--- config.mk ---
export PLATFORM = sky130hd
export DESIGN_NAME = sram_drain_burst_reader
export DESIGN_NICKNAME = d
export VERILOG_FILES = /design/src/rtl/stream_drain_pkg.sv /design/src/rtl/sram_drain_burst_reader.sv
export SDC_FILE = /design/constraint.sdc
export NUM_CORES = 1
export LEC_CHECK = 0
export ABC_CLOCK_PERIOD_IN_PS = 3400
export BUFFER_PORTS_ARGS = -buffer_cell sky130_fd_sc_hd__buf_4
export CELL_PAD_IN_SITES_DETAIL_PLACEMENT = 2
export CELL_PAD_IN_SITES_GLOBAL_PLACEMENT = 2
export CORE_AREA = 5 5 420 422
export CTS_CLUSTER_SIZE = 12
export DETAILED_ROUTE_END_ITERATION = 10
export DIE_AREA = 0 0 425 427
export GPL_TIMING_DRIVEN = 0
export PLACE_DENSITY = 0.48
export RECOVER_POWER = 50
export SLEW_MARGIN = 10
export SYNTH_ARGS = -nofsm -noshare
export SYNTH_HDL_FRONTEND = slang
export SYNTH_SLANG_ARGS = --single-unit
--- constraint.sdc ---
create_clock -name clk -period 3.4 [get_ports clk]
set_input_delay 0.34 -clock clk [delete_from_list [all_inputs] [get_ports clk]]
set_output_delay 0.34 -clock clk [all_outputs]
set_load 0.1 [all_outputs]
--- src/rtl/stream_drain_pkg.sv ---
// stream_drain_pkg: shared state encoding and burst-length clamp for the drain burst reader
package stream_drain_pkg;

    localparam int unsigned MAX_BURST_DEFAULT = 16;

    typedef enum logic [2:0] {IDLE, WAIT, REQ, CMD, DATA, DONE} state_t;

    // A request of 0 beats still moves one beat; anything beyond the limit is capped
    function automatic logic [8:0] clamp_burst(input logic [7:0] len, input int unsigned max_burst);
        return (len == 8'd0) ? 9'd1 : ({1'b0, len} > 9'(max_burst)) ? 9'(max_burst) : {1'b0, len};
    endfunction

endpackage

--- src/rtl/sram_drain_burst_reader.sv ---
// sram_drain_burst_reader: splits a transfer into reserved bursts and streams SRAM beats to a W channel
module sram_drain_burst_reader
    import stream_drain_pkg::*;
#(
    parameter int DATA_WIDTH      = 512,
    parameter int SRAM_DEPTH      = 512,
    parameter int SEG_COUNT_WIDTH = $clog2(SRAM_DEPTH) + 1,
    parameter int MAX_BURST       = MAX_BURST_DEFAULT
) (
    input  logic                       clk,
    input  logic                       rst_n,
    input  logic [7:0]                 cfg_burst_len,
    input  logic                       xfer_start,
    input  logic [31:0]                xfer_beats,
    output logic                       xfer_busy,
    output logic                       xfer_done,
    input  logic [SEG_COUNT_WIDTH-1:0] drain_data_avail,
    output logic                       drain_req,
    output logic [7:0]                 drain_size,
    input  logic                       sram_valid,
    output logic                       sram_ready,
    input  logic [DATA_WIDTH-1:0]      sram_data,
    output logic                       m_burst_valid,
    input  logic                       m_burst_ready,
    output logic [7:0]                 m_burst_len,
    output logic                       m_wvalid,
    input  logic                       m_wready,
    output logic [DATA_WIDTH-1:0]      m_wdata,
    output logic                       m_wlast
);

    state_t      state, state_next;
    logic [31:0] remaining;
    logic [8:0]  beat_cnt, burst_beats, burst_calc, burst_clamp, burst_m1;
    logic        beat_hs, last_beat;

    assign burst_clamp = clamp_burst(cfg_burst_len, MAX_BURST);
    assign burst_calc  = (remaining < 32'(burst_clamp)) ? remaining[8:0] : burst_clamp;
    assign burst_m1    = burst_beats - 9'd1;
    assign beat_hs     = (state == DATA) && sram_valid && m_wready;
    assign last_beat   = beat_cnt == burst_m1;

    always_ff @(posedge clk) begin
        if (!rst_n) state <= IDLE;
        else        state <= state_next;
    end

    always_comb begin
        state_next = state;
        case (state)
            IDLE: if (xfer_start) state_next = (xfer_beats == 32'd0) ? DONE : WAIT;
            WAIT: if (32'(drain_data_avail) >= 32'(burst_calc)) state_next = REQ;
            REQ:  state_next = CMD;
            CMD:  if (m_burst_ready) state_next = DATA;
            DATA: if (beat_hs && last_beat) state_next = (remaining == 32'(burst_beats)) ? DONE : WAIT;
            default: state_next = IDLE;
        endcase
    end

    // Size is frozen in the last WAIT cycle so the reservation matches the availability check
    always_ff @(posedge clk) begin
        if (!rst_n) begin
            remaining   <= '0;
            beat_cnt    <= '0;
            burst_beats <= '0;
        end else begin
            if (state == IDLE && xfer_start) remaining <= xfer_beats;
            if (state == WAIT) burst_beats <= burst_calc;
            if (state == CMD) beat_cnt <= '0;
            if (beat_hs) beat_cnt <= beat_cnt + 9'd1;
            if (beat_hs && last_beat) remaining <= remaining - 32'(burst_beats);
        end
    end

    always_comb begin
        xfer_busy     = state inside {WAIT, REQ, CMD, DATA};
        xfer_done     = state == DONE;
        drain_req     = state == REQ;
        drain_size    = (state == REQ) ? burst_beats[7:0] : 8'd0;
        m_burst_valid = state == CMD;
        m_burst_len   = (state == CMD) ? burst_m1[7:0] : 8'd0;
        m_wvalid      = (state == DATA) && sram_valid;
        sram_ready    = (state == DATA) && m_wready;
        m_wdata       = (state == DATA) ? sram_data : '0;
        m_wlast       = (state == DATA) && last_beat;
    end

endmodule

==> impl_metrics.ini <==
[logic_synthesis]
synth-edff-count = 0
synth_area_per_cell_um2 = 6.60
synth_area_um2 = 7760
yosysTopAreaCell = and3_1
synth_most_common_cell = and3_1
yosysSeqAreaShare = 0.137
yosys_register_bits = 53
ys.flop_type = dfxtp_1
synthTopCellsByCount = and3_1 (521), clkbuf_1 (143), nand2_1 (62), dfxtp_1 (53), nor2_1 (44)
synthesis.instances = 1176
postSynth.asyncResetShare = 0
ys.warnings.count = 0
synthTopCellsByArea = and3_1 (42%), dfxtp_1 (14%), clkbuf_1 (6.9%), ha_1 (4.4%), nand2_1 (3.0%)
ys_types = 64
yosysTopAreaCellShare = 0.420

[timing]
relSlewSlack = 0.288
fin_crit_sh = 1.12
worst-slew-pin-transition_ns = 1.06
fin_ws_ns = -0.396
grt_setup_unrepaired = yes
finalMaxSlewViolations = 0
fin_tns_setup_ns = -1.12
setup_viol = 4
fin_skew_ns = 0.0114
finalCriticalPeriod_ns = 3.80
timing_hold_violations_final = 0
clock.fmax_mhz = 263

[layout]
multi_input_area_um2 = 6180
layout-drive-gt1-share = 0.518
final-instance-count-excl-fill = 4666
final_cell_area_um2 = 19600
nets = 2895
syn_to_final_growth_pct = 152
seqCellArea_um2 = 1070
n_fill_cell = 20800

[status]
status = finished, violations left
failed_checks = setup timing

[clocking]
cts_buffers = 5
cts_root_buffer = clkbuf_16
cts_tree = built
clkTransAtPathRegs_ns = 0.08
clkLatencyLatePin_ns = 0.32
htreeDepth = 2
cts_hold_buf = 0
cts_sinks = 53
clk_path_buf_depth = 2

[global_routing]
grt_pass1_wl_um = 226000
grt_pass1_vias = 15800
grt_antenna_before_repair = 182
grt_start_max_net_pins = 15
grt.total_usage = 0.201
grt_overflow_total = 0

[setup_path]
slowest_delay_ns = 0.39
cp_common_cell = or3_4
worst-r2r-setup-slack_ns = -0.40
crit_chain = or3_4, or2_4, or3_4, or3_4, nor3_4, buf_6, mux2i_4, ha_1, nand2b_4, a21o_1, a21oi_2, o2111ai_4, o211a_1, o21ai_1, a21oi_1
crit_path_max_fanout = 7
crit_arrival_ns = 3.97
crit_type = flop to flop
crit_required_ns = 3.57
crit_slowest_cell = or3_4
endpoint_kind = flop
worst_setup_path_start_kind = flop

[floorplanning]
pin_count = 1103
core_area_um2 = 173000
die_w_um = 425
dieHeight_um = 427
num_rows = 153
die-area_um2 = 181000
floorplan.initialDensity = 0.0449

[drt]
ant_nets = 0
first_iter_violations = 1000
post-route-drc-count = 0
first_pass_iters = 5
vias_per_cell = 3.30
wl_per_cell_um = 41.3
wl_um = 193000
vias = 15400

[power_and_ir_drop]
p_per_area_nw_per_um2 = 492
p_leak_nw = 10.7
total_power_w = 0.00963
ir_worst_vdd_mv = 0.238

[placement]
dp_hpwl_um = 181000
dp.cells = 4608
globalplace.congestion = 0.952
dpl-instance-area_um2 = 19000
place_ws_ns = -1.38
numPortBuffers = 1102

[min_path]
hold_class = primary input to flop

[run]
cap_violations = 0
-- layout make-up --
class | instances | share of cell area
Timing Repair Buffer | 1116 | 0.433
Multi-Input combinational cell | 955 | 0.316
Buffer | 144 | 0.0308
Tap cell | 2325 | 0.149
Sequential cell | 53 | 0.0546
Inverter | 24 | 0.00460
Clock buffer | 8 | 0.00696
Antenna cell | 41 | 0.00524
-- timing repair --
item	in CTS	in global routing
buffers inserted	9	3
endpoints found under the setup margin	436	148
pin swaps	7	10
gates resized for setup	43	62
-- layer usage --
layer	up-vias	wire length (um)	global-route usage
li1	6592	-	-
met1	7509	53800	0.165
met2	912	106000	0.401
met3	367	21000	0.0981
met4	8	11500	0.0854
met5	-	56	0
-- report_power, final --
group          internal [W]  switching [W]  total [W]
Sequential         0.000739       0.000181   0.000920
Combinational       0.00209        0.00606    0.00815
Clock              0.000277       0.000278   0.000555
-- placed cells by master (no fill, tap or decap), types with 4 or more instances in the layout --
master and instances:
o21a_1 7, o31a_1 4, nor3_1 13, nor4_1 12, clkbuf_1 108, conb_1 4
or2_2 4, clkbuf_16 5, inv_1 24, and3_1 520, nand4_1 9, or4_1 5
and2_1 14, nor2b_1 5, diode_2 41, o311ai_0 5, clkbuf_2 30, nand2b_1 4
o211ai_1 5, ha_1 27, nand2_1 62, a22oi_1 10, a21oi_1 34, buf_2 5
o21ai_0 20, buf_4 1093, dfxtp_1 49, nand3_1 26, nor2_1 44, or3_1 11
buf_6 22, a21o_1 9, a31oi_1 16, nand4b_1 5, xor2_1 8, xnor2_1 13
-- metrics by stage --
stage / utilization / hold slack (ns)
global route: 0.113 / 0.300
floorplan: - / 0.438
finish: 0.113 / 0.309
CTS: 0.112 / 0.293
detailed placement: 0.110 / 0.477
global placement: 0.110 / 0.462
-- cells by family (layout without fill, tap and decap cells) --
family / count (synthesis) / count (layout) / synth area share
adder cells (fa/ha/maj): 28 / 28 / 0.0461
AND/OR/NAND/NOR: 758 / 758 / 0.580
other: 1 / 45 / 0.000483
buffers and inverters: 171 / 1292 / 0.0842
AO/OA/AOI/OAI: 136 / 136 / 0.117
multiplexers: 7 / 7 / 0.00952
XOR/XNOR: 22 / 22 / 0.0266
flip-flops: 53 / 53 / 0.137
-- worst max-delay path: cells and delay by family (launching register included) --
kind	cells	cell delay (ns)
compound gates	6	0.96
mux	1	0.26
fa+ha+maj	1	0.26
flops	1	0.36
buf+inv	1	0.16
simple gates	6	1.63
-- sequential cells by signal (all words and copies together), names as in the netlist --
register	count
state	3
beat_cnt	9
burst_beats	9
remaining	32
-- worst paths after layout --
kind | startpoint | to | cells after the start
worst min-delay path | xfer_beats[3] | remaining[3] | 3
worst max-delay path | remaining[25] | state[2] | 15
worst max register to register | remaining[25] | state[2] | 15
worst min register to register | remaining[30] | remaining[30] | 2
Note: power is estimated with default switching activity, not from simulation.
